### src/rtl/chargen_pkg.sv
// Shared types and constants for the chargen burst controller and its bench.
package chargen_pkg;

   localparam int unsigned LEN_W   = 8;
   localparam int unsigned STALL_W = 16;
   localparam int unsigned CHAR_W  = 8;

   // Default character range of the chargen generator ("a" .. "c").
   localparam logic [CHAR_W-1:0] INITCHAR = 8'h61;
   localparam logic [CHAR_W-1:0] LASTCHAR = 8'h63;

   typedef enum logic [1:0] {
      ST_IDLE  = 2'd0,
      ST_LOAD  = 2'd1,
      ST_WRITE = 2'd2,
      ST_DONE  = 2'd3
   } state_e;

endpackage

### src/rtl/chargen_ctrl_if.sv
// Host, chargen and FIFO signals of the burst controller.
// Optional: CHARGEN_CTRL_STALL_CNT_EN adds the stall_cnt output.
interface chargen_ctrl_if;
   import chargen_pkg::*;

   logic              req;
   logic [LEN_W-1:0]  len;
   logic              abort;
   logic              busy;
   logic              done;
   logic [LEN_W-1:0]  count;
   logic              gen_n_cs;
   logic [CHAR_W-1:0] gen_data;
   logic              fifo_full;
   logic              fifo_n_wr;
   logic [CHAR_W-1:0] fifo_data;
`ifdef CHARGEN_CTRL_STALL_CNT_EN
   logic [STALL_W-1:0] stall_cnt;
`endif

   // Controller side.
   modport slave (
      input  req, len, abort, gen_data, fifo_full,
      output busy, done, count, gen_n_cs, fifo_n_wr, fifo_data
`ifdef CHARGEN_CTRL_STALL_CNT_EN
      , output stall_cnt
`endif
   );

   // Host / datapath side.
   modport master (
      output req, len, abort, gen_data, fifo_full,
      input  busy, done, count, gen_n_cs, fifo_n_wr, fifo_data
`ifdef CHARGEN_CTRL_STALL_CNT_EN
      , input stall_cnt
`endif
   );

endinterface

### src/rtl/chargen_ctrl_sat_cnt.sv
// Saturating up-counter with synchronous clear.
module sat_cnt #(
   parameter int unsigned W = 8
) (
   input  logic         clk,
   input  logic         n_rst,
   input  logic         clr,
   input  logic         inc,
   output logic [W-1:0] cnt_q
);

   localparam logic [W-1:0] MAX = '1;

   logic [W-1:0] cnt_d;

   // Clear wins over increment; increment stops at all-ones.
   always_comb begin
      cnt_d = cnt_q;
      if (clr) begin
         cnt_d = '0;
      end else if (inc && (cnt_q != MAX)) begin
         cnt_d = cnt_q + W'(1);
      end
   end

   // Counter register.
   always_ff @(posedge clk or negedge n_rst) begin
      if (!n_rst) cnt_q <= '0;
      else        cnt_q <= cnt_d;
   end

endmodule

### src/rtl/chargen_ctrl.sv
// Burst controller: moves N chargen characters into a write FIFO.
// Optional: CHARGEN_CTRL_STALL_CNT_EN counts WRITE cycles stalled by fifo_full.
module chargen_ctrl
   import chargen_pkg::*;
(
   input  logic           clk,
   input  logic           n_rst,
   chargen_ctrl_if.slave  bus
);

   state_e            state_q, state_d;
   logic [LEN_W-1:0]  remain_q, remain_d;
   logic              abort_q, abort_d;
   logic              busy_q, busy_d;
   logic              done_q, done_d;
   logic [CHAR_W-1:0] fifo_data_q, fifo_data_d;
   logic              accept_c;
   logic              wr_c;

   // Request acceptance and the actual write beat.
   always_comb begin
      accept_c = (state_q == ST_IDLE) && bus.req;
      wr_c     = (state_q == ST_WRITE) && !bus.fifo_full;
   end

   // Next-state, remaining length, abort latch and data capture.
   always_comb begin
      state_d     = state_q;
      remain_d    = remain_q;
      abort_d     = abort_q;
      fifo_data_d = fifo_data_q;
      if ((state_q != ST_IDLE) && bus.abort) abort_d = 1'b1;
      unique case (state_q)
         ST_IDLE: begin
            if (bus.req) begin
               remain_d = bus.len;
               abort_d  = 1'b0;
               state_d  = (bus.len != '0) ? ST_LOAD : ST_DONE;
            end
         end
         ST_LOAD: begin
            fifo_data_d = bus.gen_data;
            state_d     = ST_WRITE;
         end
         ST_WRITE: begin
            if (!bus.fifo_full) begin
               remain_d = remain_q - LEN_W'(1);
               if ((remain_q == LEN_W'(1)) || abort_q || bus.abort) state_d = ST_DONE;
               else                                                  state_d = ST_LOAD;
            end
         end
         ST_DONE: state_d = ST_IDLE;
         default: state_d = ST_IDLE;
      endcase
      busy_d = (state_d != ST_IDLE);
      done_d = (state_d == ST_DONE);
   end

   // State and registered outputs.
   always_ff @(posedge clk or negedge n_rst) begin
      if (!n_rst) begin
         state_q     <= ST_IDLE;
         remain_q    <= '0;
         abort_q     <= 1'b0;
         busy_q      <= 1'b0;
         done_q      <= 1'b0;
         fifo_data_q <= '0;
      end else begin
         state_q     <= state_d;
         remain_q    <= remain_d;
         abort_q     <= abort_d;
         busy_q      <= busy_d;
         done_q      <= done_d;
         fifo_data_q <= fifo_data_d;
      end
   end

   // Strobes decode the registered state, gated by fifo_full in the same cycle.
   assign bus.gen_n_cs  = ~wr_c;
   assign bus.fifo_n_wr = ~wr_c;
   assign bus.busy      = busy_q;
   assign bus.done      = done_q;
   assign bus.fifo_data = fifo_data_q;

   // Characters written in the current/last burst.
   sat_cnt #(.W(LEN_W)) u_count (
      .clk   (clk),
      .n_rst (n_rst),
      .clr   (accept_c),
      .inc   (wr_c),
      .cnt_q (bus.count)
   );

`ifdef CHARGEN_CTRL_STALL_CNT_EN
   logic stall_c;

   // A stalled beat: in WRITE with the FIFO full.
   always_comb stall_c = (state_q == ST_WRITE) && bus.fifo_full;

   sat_cnt #(.W(STALL_W)) u_stall (
      .clk   (clk),
      .n_rst (n_rst),
      .clr   (accept_c),
      .inc   (stall_c),
      .cnt_q (bus.stall_cnt)
   );
`endif

endmodule

### src/flat_wrapper.sv
// flat-port wrapper written by rule: the top's interface ports become plain ports
module chargen_ctrl_flat import chargen_pkg::*;
  (clk, n_rst, bus_req, bus_len, bus_abort, bus_gen_data, bus_fifo_full, bus_busy, bus_done, bus_count, bus_gen_n_cs, bus_fifo_n_wr, bus_fifo_data);
  chargen_ctrl_if bus_i ();
  input  logic clk;
  input  logic n_rst;
  input wire logic [$bits(bus_i.req)-1:0] bus_req;
  input wire logic [$bits(bus_i.len)-1:0] bus_len;
  input wire logic [$bits(bus_i.abort)-1:0] bus_abort;
  input wire logic [$bits(bus_i.gen_data)-1:0] bus_gen_data;
  input wire logic [$bits(bus_i.fifo_full)-1:0] bus_fifo_full;
  output wire logic [$bits(bus_i.busy)-1:0] bus_busy;
  output wire logic [$bits(bus_i.done)-1:0] bus_done;
  output wire logic [$bits(bus_i.count)-1:0] bus_count;
  output wire logic [$bits(bus_i.gen_n_cs)-1:0] bus_gen_n_cs;
  output wire logic [$bits(bus_i.fifo_n_wr)-1:0] bus_fifo_n_wr;
  output wire logic [$bits(bus_i.fifo_data)-1:0] bus_fifo_data;
  assign bus_i.req = bus_req;
  assign bus_i.len = bus_len;
  assign bus_i.abort = bus_abort;
  assign bus_i.gen_data = bus_gen_data;
  assign bus_i.fifo_full = bus_fifo_full;
  assign bus_busy = bus_i.busy;
  assign bus_done = bus_i.done;
  assign bus_count = bus_i.count;
  assign bus_gen_n_cs = bus_i.gen_n_cs;
  assign bus_fifo_n_wr = bus_i.fifo_n_wr;
  assign bus_fifo_data = bus_i.fifo_data;
  chargen_ctrl u_core (.clk(clk), .n_rst(n_rst), .bus(bus_i));
endmodule
### config.mk
export PLATFORM = sky130hd
export DESIGN_NAME = chargen_ctrl_flat
export DESIGN_NICKNAME = d
export VERILOG_FILES = /design/src/rtl/chargen_pkg.sv /design/src/rtl/chargen_ctrl_if.sv /design/src/rtl/chargen_ctrl_sat_cnt.sv /design/src/rtl/chargen_ctrl.sv /design/src/flat_wrapper.sv
export SDC_FILE = /design/constraint.sdc
export NUM_CORES = 1
export LEC_CHECK = 0
export ABC_AREA = 1
export CAP_MARGIN = 30
export CORE_MARGIN = 5
export CORE_UTILIZATION = 52
export DETAILED_ROUTE_END_ITERATION = 8
export GPL_ROUTABILITY_DRIVEN = 0
export PLACE_DENSITY_LB_ADDON = 0.2
export SLEW_MARGIN = 20
export SYNTH_ARGS = -nofsm -noshare
export SYNTH_HDL_FRONTEND = slang
export SYNTH_HIERARCHICAL = 1
export SYNTH_SLANG_ARGS = --single-unit
### constraint.sdc
create_clock -name clk -period 2.3 [get_ports clk]
set_input_delay 0.23 -clock clk [delete_from_list [all_inputs] [get_ports clk]]
set_output_delay 0.23 -clock clk [all_outputs]
set_load 0.02 [all_outputs]
==> out/metrics.csv <==
stage,metric,value,unit
finish,layout-drive-gt1-share,9.77,%
floorplanning,placementRows,20,
sta,min_period_over_period,90.5,%
synthesis,synth_seq_area_share,44.7,%
sta,relSlewSlack,72.5,%
power_and_ir_drop,p_int,1490,uW
finish,num-nets-final,290,
sta,fin_ws,0.219,ns
place,hpwl,2680,um
power_and_ir_drop,seq_power_share,33.7,%
place,pre_cts_ws,0.417,ns
run,cap_viol_max_count,0,
sta,final-hold-violation-count,0,
power_and_ir_drop,p_leak,0.00102,uW
worst_setup_path,arrival,1.85,ns
floorplanning,dieArea,4340,um2
route,wl_per_cell,11.2,um
cts,tritoncts,done,
place,io_buffers,40,
power_and_ir_drop,switchingPower,1160,uW
sta,clock_skew,0.00976,ns
power_and_ir_drop,p_comb_share,51.6,%
finish,area_delta_synth_final,31.7,%
route,highest_layer,met4,
global_routing,overflow,0,
sta,fin_crit,2.08,ns
route,drt_wl_total,3460,um
power_and_ir_drop,clock_power_share,14.8,%
finish,antenna_cells,0,
floorplanning,die_width,65.9,um
sta,worstMarginPinSlew,0.412,ns
finish,post-route-util,70.6,%
worst_setup_path,cp-end-kind,output port,
cts,path_clk_slew,0.09,ns
power_and_ir_drop,switching_share,43.8,%
cts,clockBufferDepth,2,
floorplanning,die_y,65.9,um
floorplanning,design.core.area,3030,um2
synthesis,ys_seq_elements,29,
route,drtIter0Drc,50,
worst_setup_path,start_kind,flip-flop,
worst_setup_path,crit_type,reg2out,
global_routing,antenna_found_initial,0,
route,met1_length,1470,um
worst_setup_path,path_max_fanout,14,
global_routing,grt_usage,18.3,%
global_routing,grt_max_degree,30,
floorplanning,start_util,53.6,%
synthesis,mappedNetlistArea,1620,um2
route,remaining_drc_errors,0,
cts,clock_sinks,29,
route,wl_met2,1700,um
route,dr_total_vias,1530,
route,drt_pre_antenna_iters,4,
route,drt-vias-per-instance,4.94,
worst_setup_path,crit_required,2.07,ns
power_and_ir_drop,powerDensity,1240,nW/um2
global_routing,grt_pass1_vias,1368,
power_and_ir_drop,peakVddDrop,0.740,mV
sta,setup-violations-final,0,
cts,h-tree-depth,2,
synthesis,synth_area_per_cell,7.34,um2
synthesis,synth_warnings,6,
sta,fin_tns_setup,0,ns
cts,cts_root_buf,clkbuf_4,
synthesis,yosysUniqueCellTypes,27,
cts,cts_inserted_buffers,5,
finish,fillCellCount,263,
hold_path,min-delay-path-class,in2async,
floorplanning,ioPinCount,41,
sta,rsz0062_at_grt,no,
synthesis,synth_fp_nets,245,
route,wl_met3,203,um
sta,drv_slew,0,
outcome,status,"finished, final reports clean",
route,ant_nets,0,
cts,clk_latency,0.33,ns
global_routing,grt_pass1_wl,6020,um
synthesis,synthCells,221,
sta,clock.fmax,0.481,GHz
==> cells in the mapped netlist (all sizes together) <==
master	number	share of area, %
o21ai	14	5.0
dfrtp	29	45
a21oi	9	3.2
inv	24	5.6
clkinv	1	0.54
nand3	13	4.3
buf	3	1.5
xor2	1	0.54
o211ai	2	1.2
ha	3	2.3
nor3	3	0.92
a31oi	2	0.77
nand2	90	22
nor2	25	6.7
o21bai	2	0.92
==> through the flow <==
stage / cell area [um2] / total power (uW) / instances / hold WS [ns]
after floorplan: 1620 / 1810 / 221 / -0.0656
after global placement: 2060 / 2250 / 303 / 0.454
after detailed placement: 2060 / 2270 / 303 / 0.458
after CTS: 2130 / 2670 / 310 / 0.260
after global routing: 2140 / 2890 / 310 / 0.291
final: 2140 / 2650 / 310 / 0.262
==> final cells by class <==
type,count,area [um2],share of cell area [%]
Multi-Input combinational cell,164,777,36.4
Tap cell,44,55.1,2.58
Clock inverter,2,35.0,1.64
Inverter,25,98.8,4.63
Sequential cell,29,726,34.0
Timing Repair Buffer,41,408,19.1
Clock buffer,5,37.5,1.76
==> path summary, 6_finish.rpt <==
kind	start	to	slack, ns	cells after the start
max in group asynchronous	n_rst	u_core/u_count/cnt_q[6]	1.77	2
min in group clk	bus_gen_data[7]	u_core/bus.fifo_data[7]	0.44	3
hold / removal	n_rst	u_core/bus.fifo_data[3]	0.26	2
hold reg to reg	u_core/bus.fifo_data[1]	u_core/bus.fifo_data[1]	0.48	2
setup / recovery	u_core/state_q[0]	bus_fifo_n_wr	0.22	5
setup reg to reg	u_core/state_q[0]	u_core/u_count/cnt_q[7]	0.70	8
==> sequential cells by signal, indices dropped and copies added, names as in the netlist <==
register / flops
u_core/remain_q: 8
u_core/bus.done: 1
u_core/bus.fifo_data: 8
u_core/abort_q: 1
u_core/u_count/cnt_q: 8
u_core/bus.busy: 1
u_core/state_q: 2
==> worst max-delay path, cell delays in order (launching register included) <==
cell and delay (ns):
dfrtp_1 0.38, inv_2 0.10, nand2_2 0.20, nor2_2 0.23, inv_1 0.08, clkdlybuf4s50_1 0.54
==> power groups by stage <==
stage / clock [uW] / combinational [uW] / sequential (uW)
floorplan: 0 / 780 / 1030
global placement: 0 / 1340 / 904
CTS: 408 / 1370 / 895
global route: 431 / 1530 / 927
finish: 392 / 1370 / 893
detailed placement: 0 / 1370 / 902
==> placed cells by master, fill, tap and decap left out, types with 3 or more instances in the layout <==
cell type        instances
clkbuf_4                 5
dfrtp_1                 29
inv_2                    3
ha_1                     3
clkdlybuf4s50_1         40
nand3_1                 12
inv_1                   21
nand2_1                 86
a21oi_1                  7
nor2_2                   4
nor3_1                   3
nand2_2                  3
nor2_1                  20
o21ai_0                  7
o21ai_1                  6
==> cells by family (layout without fill, tap and decap cells) <==
family	count (synthesis)	in the layout	share of synthesized area [%]
AO/OA/AOI/OAI	29	29	11.2
AND/OR/NAND/NOR	131	131	33.7
flip-flops	29	29	44.7
buffers and inverters	28	73	7.56
adder cells (fa/ha/maj)	3	3	2.31
XOR/XNOR	1	1	0.540
==> layer usage <==
layer | vias to the layer above | global-route usage, %
li1 | 788 | -
met1 | 689 | 21.1
met2 | 44 | 30.7
met3 | 9 | 4.76
met4 | 0 | 10.1
met5 | - | 0
==> repair_timing <==
item                       CTS  global route
setup endpoints to repair    0             2
hold buffers                 0             0
resized for setup            0             1
setup buffers                0             0
No activity file was read; power rests on OpenSTA's default activity.
